--- src/rtl/pipe_hazard_ctrl.sv ---
// Issue-stage hazard controller: load-use/RAW stall, taken-branch flush, forwarding selects, retire count.
// Stall/flush are same-cycle combinational; fwd selects are registered into the EX cycle. Define PIPE_FORWARD_EN for forwarding.
// Backpressure: stall_fetch/stall_iss hold upstream stages; flush beats stall; BOOT holds the pipe for BOOT_HOLD cycles.
module pipe_hazard_ctrl #(
    parameter int unsigned BOOT_HOLD = 4
) (
    input  logic        clk,
    input  logic        reset,
    input  logic        valid_iss,
    input  logic [4:0]  rs1_iss,
    input  logic [4:0]  rs2_iss,
    input  logic        uses_rs1_iss,
    input  logic        uses_rs2_iss,
    input  logic [4:0]  rd_iss,
    input  logic        wr_rd_iss,
    input  logic        is_load_iss,
    input  logic        branch_taken_ex,
    output logic        stall_fetch,
    output logic        stall_iss,
    output logic        bubble_ex,
    output logic        flush_iss,
    output logic [1:0]  fwd_rs1_sel,
    output logic [1:0]  fwd_rs2_sel,
    output logic        instr_retired,
    output logic [31:0] retire_count
);

    localparam int HW = (BOOT_HOLD < 2) ? 1 : $clog2(BOOT_HOLD + 1);

    typedef struct packed {
        logic       vld;
        logic [4:0] rd;
        logic       wr;
        logic       ld;
    } slot_t;

    typedef enum logic {BOOT, RUN} state_t;

    state_t      r_state;
    logic [HW-1:0] r_hold;
    slot_t       r_ex;
    slot_t       r_mem;
    slot_t       r_wb;
    logic [31:0] r_retire_count;

    logic        w_run;
    logic        w_flush;
    logic        w_hazard;
    logic        w_bubble;
    logic        w_hit1_ex;
    logic        w_hit2_ex;
    logic        w_hit1_mem;
    logic        w_hit2_mem;
    logic [31:0] w_retire_nxt;
    logic        w_unused;

    // x0 is hardwired and never a real producer, so it can never match.
    function automatic logic slot_hit(input slot_t s, input logic [4:0] rs, input logic use_rs,
                                      input logic vld);
        return vld && use_rs && (rs != 5'd0) && s.vld && s.wr && (s.rd == rs);
    endfunction

    assign w_hit1_ex  = slot_hit(r_ex,  rs1_iss, uses_rs1_iss, valid_iss);
    assign w_hit2_ex  = slot_hit(r_ex,  rs2_iss, uses_rs2_iss, valid_iss);
    assign w_hit1_mem = slot_hit(r_mem, rs1_iss, uses_rs1_iss, valid_iss);
    assign w_hit2_mem = slot_hit(r_mem, rs2_iss, uses_rs2_iss, valid_iss);

    assign w_run   = (r_state == RUN);
    assign w_flush = w_run && branch_taken_ex;

`ifdef PIPE_FORWARD_EN
    assign w_hazard = w_run && r_ex.ld && (w_hit1_ex || w_hit2_ex);
    assign w_unused = ^{r_wb.rd, r_wb.wr, r_wb.ld};
`else
    logic w_hit1_wb;
    logic w_hit2_wb;
    assign w_hit1_wb = slot_hit(r_wb, rs1_iss, uses_rs1_iss, valid_iss);
    assign w_hit2_wb = slot_hit(r_wb, rs2_iss, uses_rs2_iss, valid_iss);
    // Without bypass paths the consumer waits until the producer has left WB.
    assign w_hazard = w_run && (w_hit1_ex || w_hit2_ex || w_hit1_mem || w_hit2_mem
                                || w_hit1_wb || w_hit2_wb);
    assign w_unused = ^{r_wb.ld, is_load_iss, r_mem.ld};
`endif

    assign w_bubble    = !w_run || w_hazard || w_flush;
    assign stall_fetch = !w_run || (w_hazard && !w_flush);
    assign stall_iss   = !w_run || (w_hazard && !w_flush);
    assign bubble_ex   = w_bubble;
    assign flush_iss   = w_flush;

    assign instr_retired = r_wb.vld;
    assign retire_count  = r_retire_count;
    assign w_retire_nxt  = r_retire_count + 32'd1;

    always_ff @(posedge clk or negedge reset) begin
        if (!reset) begin
            r_state <= BOOT;
            r_hold  <= HW'(BOOT_HOLD);
        end else begin
            case (r_state)
                BOOT: begin
                    if (r_hold == '0 || r_hold == HW'(1)) begin
                        r_state <= RUN;
                    end
                    if (r_hold != '0) begin
                        r_hold <= r_hold - HW'(1);
                    end
                end
                default: r_state <= RUN;
            endcase
        end
    end

    always_ff @(posedge clk or negedge reset) begin
        if (!reset) begin
            r_ex           <= '0;
            r_mem          <= '0;
            r_wb           <= '0;
            r_retire_count <= 32'd0;
        end else begin
            r_ex  <= '{vld: valid_iss && !w_bubble, rd: rd_iss, wr: wr_rd_iss, ld: is_load_iss};
            r_mem <= r_ex;
            r_wb  <= r_mem;
            if (r_wb.vld) begin
                r_retire_count <= w_retire_nxt;
            end
        end
    end

`ifdef PIPE_FORWARD_EN
    logic [1:0] r_fwd1;
    logic [1:0] r_fwd2;

    // After a load-use stall the load has reached MEM, so the MEM match yields 10 naturally.
    always_ff @(posedge clk or negedge reset) begin
        if (!reset) begin
            r_fwd1 <= 2'b00;
            r_fwd2 <= 2'b00;
        end else if (w_bubble) begin
            r_fwd1 <= 2'b00;
            r_fwd2 <= 2'b00;
        end else begin
            r_fwd1 <= w_hit1_ex ? 2'b01 : (w_hit1_mem ? 2'b10 : 2'b00);
            r_fwd2 <= w_hit2_ex ? 2'b01 : (w_hit2_mem ? 2'b10 : 2'b00);
        end
    end

    assign fwd_rs1_sel = r_fwd1;
    assign fwd_rs2_sel = r_fwd2;
`else
    logic w_unused_hits;
    assign w_unused_hits = ^{w_unused, r_ex.ld};
    assign fwd_rs1_sel = 2'b00;
    assign fwd_rs2_sel = 2'b00;
`endif

endmodule

--- config.mk ---
export PLATFORM = sky130hd
export DESIGN_NAME = pipe_hazard_ctrl
export DESIGN_NICKNAME = d
export VERILOG_FILES = /design/src/rtl/pipe_hazard_ctrl.sv
export SDC_FILE = /design/constraint.sdc
export NUM_CORES = 1
export LEC_CHECK = 0
export ABC_AREA = 1
export BUFFER_PORTS_ARGS = -buffer_cell sky130_fd_sc_hd__buf_4
export CAP_MARGIN = 25
export CORE_AREA = 8 8 82 84
export CTS_BUF_LIST = sky130_fd_sc_hd__clkbuf_8
export DETAILED_ROUTE_END_ITERATION = 6
export DIE_AREA = 0 0 90 92
export HOLD_SLACK_MARGIN = 0.12
export PLACE_DENSITY_LB_ADDON = 0.25
export SYNTH_ARGS = -nofsm -noshare
export SYNTH_HDL_FRONTEND = slang
export SYNTH_SLANG_ARGS = --single-unit
--- constraint.sdc ---
create_clock -name clk -period 2 [get_ports clk]
set_input_delay 0.1 -clock clk [delete_from_list [all_inputs] [get_ports clk]]
set_output_delay 0.1 -clock clk [all_outputs]
set_load 0.03 [all_outputs]
After elaboration in Yosys (flattened, before gate mapping)
Index checks and enable logic that the tools add are counted.

operators by class
  add/subtract/negate cells = 2
  equality and inequality tests = 7
  muxes and demuxes = 2
  bitwise gates (word level) = 1
  reduce and logical (&&, ||, !) cells = 43

operators with widths
  kind                                                                    count
  32-bit by 1-bit adder with 32-bit output (second input constant)        1
  5-bit equality test                                                     6
  1-bit logical AND                                                       26
  5-bit nonzero test                                                      2
  1-bit logical OR                                                        9
  3-bit by 1-bit equality test with 1-bit output (second input constant)  1
  1-bit zero test                                                         3
  3-bit zero test                                                         1
  3-bit nonzero test                                                      1
  3-bit by 1-bit subtractor with 3-bit output (second input constant)     1
  1-bit two-way mux                                                       2
  2-bit AND reduction                                                     1
  1-bit inverter                                                          1

word-level totals
  register bits = 57
  input bits = 23
  output and inout bits = 41
  logic and storage cells = 67

Logic depth before layout (Yosys ltp)
Gate-level depths: netlist of run 1.

  depth in word-level cells = 15
  depth in mapped cells = 11
  gate-level depth less buffers = 11

Worst setup path after synthesis of run 1
No wires, ideal clock.

  kind = register -> output
  start = register r_wb, in the netlist instr_retired
  end = output stall_iss
  arrival time = 2023 ps
  data required time = 1900 ps
  path slack = -123 ps
  stages on the path, launching flop included = 10
  path buffers = 1
  cell sequence = dfrtp_1 inv_2 a21oi_1 nand2_1 nor2_1 nand3_1 nand2_1 nand2_1 a31oi_1 buf_4

on the way
  word-level cells in the longest chain between the ends = 8
  elaborated cells on any way between the ends = 11
  those cells by class = reduce/logical (11)

ends and longest elaborated chain
  item                            line  text
  from (decl)                     43    slot_t r_wb;
  from (signal assigned)          123   r_wb <= r_mem;
  1-bit logical AND (3 in a row)  60    return vld && use_rs && (rs != 5'd0) && s.vld && s.wr && (s.rd == rs);
  1-bit logical OR                81    || w_hit1_wb || w_hit2_wb);
  1-bit logical OR *              81
  1-bit logical AND *             80    assign w_hazard = w_run && (w_hit1_ex || w_hit2_ex || w_hit1_mem || w_hit2_mem
  1-bit logical AND *             -
  1-bit logical OR *              -
  to (decl)                       19    output logic stall_iss,

Every way passes the cells marked *; elsewhere a longest branch is shown, timed or not.

Final worst setup path of run 1
  start = register r_mem[3] in the netlist's numbering
  end = output stall_fetch

on the way
  word-level cells in the longest chain between the ends = 9
  elaborated cells on any way between the ends = 11
  those cells by class = eq/ne (2); reduce/logical (9)

ends and longest elaborated chain
  item                             line  text
  from (decl)                      42    slot_t r_mem;
  from (signal assigned)           122   r_mem <= r_ex;
  5-bit equality test              60
  1-bit logical AND                60
  1-bit logical OR                 80
  1-bit logical OR *               80
  1-bit logical OR * (2 in a row)  81
  1-bit logical AND *              80
  1-bit logical AND *              86    assign stall_fetch = !w_run || (w_hazard && !w_flush);
  1-bit logical OR *               86
  to (decl)                        18    output logic stall_fetch,

Marks and branches as above.

==> results of run 1 <==
-- through the flow --
step                cell area [um2]  power, mW
finish                         3795      2.916
floorplan                      2994      1.617
global placement               3482      1.806
CTS                            3780      2.939
detailed placement             3482      1.820
global route                   3795      3.063
-- registers in the layout (all words and copies together), names as in the netlist --
name,flops
r_hold,3
retire_count,32
r_mem,7
r_wb,6
instr_retired,1
r_ex,7
r_state,1
-- report_power, final --
part | internal [mW] | switching [mW] | total, mW | leakage (nW)
clock network | 0.638 | 0.461 | 1.10 | 0.107
logic | 0.187 | 0.309 | 0.496 | 1.16
registers | 1.23 | 0.0954 | 1.32 | 0.733
total | 2.05 | 0.865 | 2.92 | 2.00
-- cell type report --
class | count | area [um2]
clock inverter | 5 | 55.05
sequential | 57 | 1429
inverter | 52 | 195.2
timing repair buffer | 69 | 538.0
tap | 72 | 90.09
fill | 451 | 1610
multi-input combinational | 240 | 1336
clock buffer | 11 | 151.4
-- final timing paths --
kind	start	to	slack (ns)	depth (start not counted)
worst max register to register	retire_count[0]$_DFFE_PN0P_	retire_count[24]$_DFFE_PN0P_	0.21	9
max in group asynchronous	reset	instr_retired$_DFF_PN0_	1.13	2
worst min-delay path	branch_taken_ex	r_ex[7]$_DFF_PN0_	0.12	4
worst min register to register	r_mem[1]$_DFF_PN0_	r_wb[1]$_DFF_PN0_	0.38	0
min in group asynchronous	reset	retire_count[15]$_DFFE_PN0P_	0.37	2
worst max-delay path	r_mem[3]$_DFF_PN0_	stall_fetch	0.15	10
-- repair_timing --
| item | 4_1_cts | 5_1_grt |
|---|---|---|
| buffers inserted | 0 | 3 |
| gates resized for setup | 1 | 3 |
| hold buffers | 9 | 0 |
| setup endpoints to repair | 2 | 4 |
| endpoints found under the hold margin | 63 | 0 |
| pin swaps | 0 | 2 |
-- cell usage in the layout, fill, tap and decap left out, types with 2 or more instances in the layout --
cell	instances
nand2_1	93
buf_4	61
dfrtp_1	55
inv_1	47
nor2_1	36
xor2_1	30
nand3_1	23
xnor2_1	13
clkbuf_8	11
nor3_1	8
dlygate4sd3_1	8
nand4_1	6
inv_2	5
a21oi_1	4
nor2_4	4
ha_1	4
conb_1	4
nor3_4	3
nand2_2	3
nor2_2	2
o21ai_0	2
-- cells by family after synthesis --
kind of cell	after synthesis
compound gates	7
xor+xnor	43
fa+ha+maj	4
buf+inv	57
flops	57
other cells	1
simple gates	182
-- critical path, stage by stage (launching register included) --
cell and delay (ns):
dfrtp_1 0.42, inv_1 0.07, nand2_1 0.05, nand2_1 0.06, nand2_1 0.07, nor2_1 0.10
nand3_1 0.08, nand2_1 0.09, nand2_1 0.09, a31oi_2 0.19, buf_4 0.19
-- routing by layer --
metal / routed length (um) / up-vias / global-route usage (%)
met3: 367 / 13 / 6.275
met2: 3171 / 65 / 28.22
met5: 0 / - / 0
met4: 142 / 0 / 8.044
li1: - / 1232 / -
met1: 3099 / 1164 / 21.21
==> out/summary.txt, run 1 <==
Site Rows - 27
Die Height - 92 um
final wirelength - 6.781 mm
post-synth top area share - 47.08%
most frequent cell after synthesis - nand2_1
max-slew violation count - 0
Initial Utilization - 55.07%
DRT iter0 DRCs - 123
Post-Syn Instances - 351
Synth Cell Area - 2977 um2
wire length per cell - 13.40 um
total power per unit cell area - 768.4 nW/um2
Yosys top cell by area - dfrtp_1
type of the most critical hold path - in -> reg
drt pass-1 iters - 4
clock skew - 0.006699 ns
top cells by count, synth - nand2_1, dfrtp_1, inv_1
Worst-Margin Slew - 0.6935 ns
Fin Hold WS - 0.1229 ns
critical path endpoint category - output pin
setup TNS - 0 ns
Cell variety after synth - 26
Finished Layout Cells - 506
Hold Vio Cnt, Final - 0
die area - 8280 um2
floorplan die width - 90 um
initial antenna violation count - 0
Setup CP Type - reg -> out
final worst slack - 0.1526 ns
pin count of the biggest net entering global routing - 58
Tmin final - 1.847 ns
Slew HR - 53.77%
Synth Area in Adders - 1.681%
ys flop type - dfrtp_1
Area growth syn-to-layout - 27.49%
Lkg Pwr - 2.004 nW
Seq/Total Area, Yosys - 47.96%
TritonCTS buffer count - 9
cells taking the most area after synthesis - dfrtp_1, nand2_1, xor2_1
H-Tree Depth - 3
Core Area - 5405 um2
routed vias/inst - 4.889
Req. time, crit path - 1.90 ns
Synth Area in Simple Gates - 28.54%
Ys Warns - 0
maximum capacitance violations - 0
pre-CTS WS - 0.2269 ns
Post-Place Cells - 479
status - complete, no violations
Max VDD drop - 0.4787 mV
Period Utilization, post-route - 92.37%
CTS tree - done
synthesized flop and latch total - 57
Critical Path Fanout Max - 4
Nets - 456
Clock Path Buffers - 2
setup violators final - 0
vias after detailed routing - 2474
post-route DRC violation count - 0
Post-synth EDFFs - 0
Compound-Gate Fraction of Synth Area - 1.219%
Worst setup SP type - flop
RSZ-0062 raised after global routing - yes
post-synthesis mux area share - 0%
Root Buffer - clkbuf_8
Detailed Place HPWL - 5.012 mm
clk sinks - 57
FFs w/ async S/R, synth - 100.0%
first-pass GRT wire length - 11.83 mm
gr usage total - 17.74%
routability-driven placement congestion ratio - 0.9019
Synth Area in XOR/XNOR - 12.65%
largest family of logic cells by synthesized area - simple AND/OR/NAND/NOR gates
num ports - 64
fraction of layout cells with a size suffix above 1 - 22.81%
Ant. Diodes - 0
Final Util - 70.21%
Port Buffer Count - 58
grt total ovfl - 0
worst skew pair latency - 0.34 ns
Worst EP arrival - 1.75 ns
Avg Synthesized Cell Area - 8.480 um2
antenna-violating nets left - 0
Clk pin slew, worst setup/hold paths - 0.07 ns
Fmax - 0.5413 GHz
vias in the first global route - 2600
(Power assumes the default switching activity.)
==> run 2: changes to the inputs <==
--- a/config.mk
+++ b/config.mk
@@ -5,13 +5,12 @@
 export SDC_FILE = /design/constraint.sdc
 export NUM_CORES = 1
 export LEC_CHECK = 0
-export ABC_AREA = 1
 export BUFFER_PORTS_ARGS = -buffer_cell sky130_fd_sc_hd__buf_4
 export CAP_MARGIN = 25
-export CORE_AREA = 8 8 82 84
+export CORE_AREA = 8 8 78 80
 export CTS_BUF_LIST = sky130_fd_sc_hd__clkbuf_8
 export DETAILED_ROUTE_END_ITERATION = 6
-export DIE_AREA = 0 0 90 92
+export DIE_AREA = 0 0 86 88
 export HOLD_SLACK_MARGIN = 0.12
 export PLACE_DENSITY_LB_ADDON = 0.25
 export SYNTH_ARGS = -nofsm -noshare
==> run 2 against run 1 <==
Power is 8.0% lower; clock power is 16% lower; first-iteration DRC count is 73% lower; area after synthesis is 14% lower; worst setup slack worse by 0.069 ns; fmax is 3.6% lower; sequential cell count stayed put; wire length is 24% lower.
==> out/summary.txt, run 2 <==
pin count of the biggest net entering global routing - 58
num ports - 64
worst skew pair latency - 0.33 ns
Worst setup SP type - flop
DRT iter0 DRCs - 33
cells taking the most area after synthesis - dfrtp_1, xnor2_1, xor2_1
Die Height - 88 um
Cell variety after synth - 33
total power per unit cell area - 796.7 nW/um2
most frequent cells in the layout - buf_4, dfrtp_1, xnor2_1, xor2_1, nand2_1
max reg flops - 32
post-synth top area share - 54.47%
vias in the first global route - 1895
grt total ovfl - 0
first-pass GRT wire length - 8.493 mm
Slew HR - 52.22%
Seq/Total Area, Yosys - 55.50%
Clk pwr share - 34.6%
die area - 7568 um2
Initial Utilization - 52.37%
Yosys top cell by area - dfrtp_1
gr usage total - 14.43%
Worst-Margin Slew - 0.7166 ns
Lkg Pwr - 1.578 nW
Max VDD drop - 0.7038 mV
RSZ-0062 raised after global routing - yes
most frequent cell after synthesis - dfrtp_1
Pint - 1.925 mW
Clk pin slew, worst setup/hold paths - 0.06 ns
Avg Synthesized Cell Area - 12.02 um2
H-Tree Depth - 3
maximum capacitance violations - 0
Req. time, crit path - 1.90 ns
clock skew - 0.008092 ns
fraction of layout cells with a size suffix above 1 - 29.15%
Final Util - 68.52%
Clock Path Buffers - 2
setup violators final - 0
most common cell after layout, fill and taps aside - buf_4
Critical Path Fanout Max - 3
Port Buffer Count - 58
Ant. Diodes - 0
setup TNS - 0 ns
drt pass-1 iters - 2
critical path endpoint category - output pin
CTS tree - done
Root Buffer - clkbuf_8
clk sinks - 57
ys flop type - dfrtp_1
vias after detailed routing - 1765
routed vias/inst - 4.836
routability-driven placement congestion ratio - 0.8173
type of the most critical hold path - in -> reg
Period Utilization, post-route - 95.83%
Sw Share - 28.20%
floorplan die width - 86 um
synthesized flop and latch total - 57
Site Rows - 26
Tmin final - 1.917 ns
combinational power share - 16.5%
Post-synth EDFFs - 0
sequential share of power - 48.9%
Post-Syn Instances - 214
Area growth syn-to-layout - 30.84%
antenna-violating nets left - 0
Worst EP arrival - 1.82 ns
wire length per cell - 14.15 um
Hold Vio Cnt, Final - 0
Fmax - 0.5218 GHz
initial antenna violation count - 0
Nets - 317
DP Area - 3083 um2
Detailed Place HPWL - 3.759 mm
Ys Warns - 0
Core Area - 4912 um2
max-slew violation count - 0
TritonCTS buffer count - 9
switching power - 756.1 uW
final wirelength - 5.165 mm
FFs w/ async S/R, synth - 100.0%
post-route DRC violation count - 0
Synth Cell Area - 2572 um2
status - complete, no violations
final instance area - 3366 um2
Setup CP Type - reg -> out
top cells by count, synth - dfrtp_1, xnor2_1, xor2_1
-- run 2: cell count changes after synthesis, sizes merged, moves of 3 or more --
cell   previous run  this run
nand4             8        11
and3              0         7
and2              0         3
xor2             30        16
and4              0         5
nor2             42         6
inv              51         5
nand3            24        10
xnor2            13        46
nand2            96        14
nor3             11         8
-- run 2: per-layer routing --
metal	up-vias	global-route usage, %	routed length (um)	share of wire (%)
li1	879	-	-	-
met1	826	15.87	2343	45
met2	50	24.14	2426	47
met3	10	6.098	336	6.5
met4	0	5.732	58	1.1
met5	-	0	0	0
-- run 2: critical path, cell delays in order, from the launching register on --
cell and delay (ns):
dfrtp_1 0.41, xnor2_1 0.17, nand4_1 0.13, o41a_1 0.39
a31oi_4 0.22, buf_6 0.16
-- run 2: logic make-up after synthesis --
logic type,Yosys count,synth area share (%)
buffers and inverters,10,2.189
xor gates and xnor gates,62,21.11
muxes,2,0.8268
and+or+nand+nor,68,15.08
adders and majority gates,4,1.946
DFF,57,55.50
other,1,0.1458
AOI/OAI and AO/OA,10,3.210
-- run 2: path summary, 6_finish.rpt --
check / slack [ns] / from / end / cells after the start
setup / recovery: 0.08 / r_mem[3]$_DFF_PN0_ / stall_fetch / 5
setup reg to reg: 0.23 / retire_count[0]$_DFFE_PN0P_ / retire_count[24]$_DFFE_PN0P_ / 6
hold / removal: 0.18 / valid_iss / r_ex[7]$_DFF_PN0_ / 3
min in group asynchronous: 0.35 / reset / retire_count[5]$_DFFE_PN0P_ / 2
hold reg to reg: 0.37 / r_mem[7]$_DFF_PN0_ / instr_retired$_DFF_PN0_ / 0
max in group asynchronous: 1.15 / reset / r_ex[1]$_DFF_PN0_ / 2
-- run 2: power by group through the flow --
stage / Clock, mW / Sequential, mW / Combinational, mW
2_1_floorplan: 0 / 1.43 / 0.145
3_3_place_gp: 0 / 1.33 / 0.427
3_5_place_dp: 0 / 1.33 / 0.431
4_1_cts: 0.952 / 1.31 / 0.446
5_1_grt: 1.00 / 1.32 / 0.476
6_report: 0.929 / 1.31 / 0.442
-- run 2: through the flow --
stage | power, mW | std cells | setup WS, ns | hold slack, ns
after floorplan | 1.572 | 217 | 0.1991 | -0.1956
after global placement | 1.755 | 341 | 0.2533 | 0.1952
after detailed placement | 1.762 | 341 | 0.2356 | 0.1981
after CTS | 2.709 | 364 | 0.03460 | 0.1720
after global routing | 2.799 | 365 | -0.006427 | 0.1994
final | 2.682 | 365 | 0.08345 | 0.1823
-- run 2: cell type report --
cell class | count | area, um2
fillers | 383 | 1546
flip-flops and latches | 57 | 1428
multi-input cells | 150 | 1130
repair buffers | 67 | 528.0
clock buffers | 11 | 151.4
well taps | 70 | 87.58
clock inverters | 5 | 22.52
inverters | 5 | 18.77
-- run 2: timing repair --
action,CTS,global route
hold buffers,7,0
gates resized for setup,4,2
gates cloned,0,0
endpoints found under the setup margin,2,2
hold endpoints to repair,62,0
buffers inserted,0,1
pin swaps,2,0
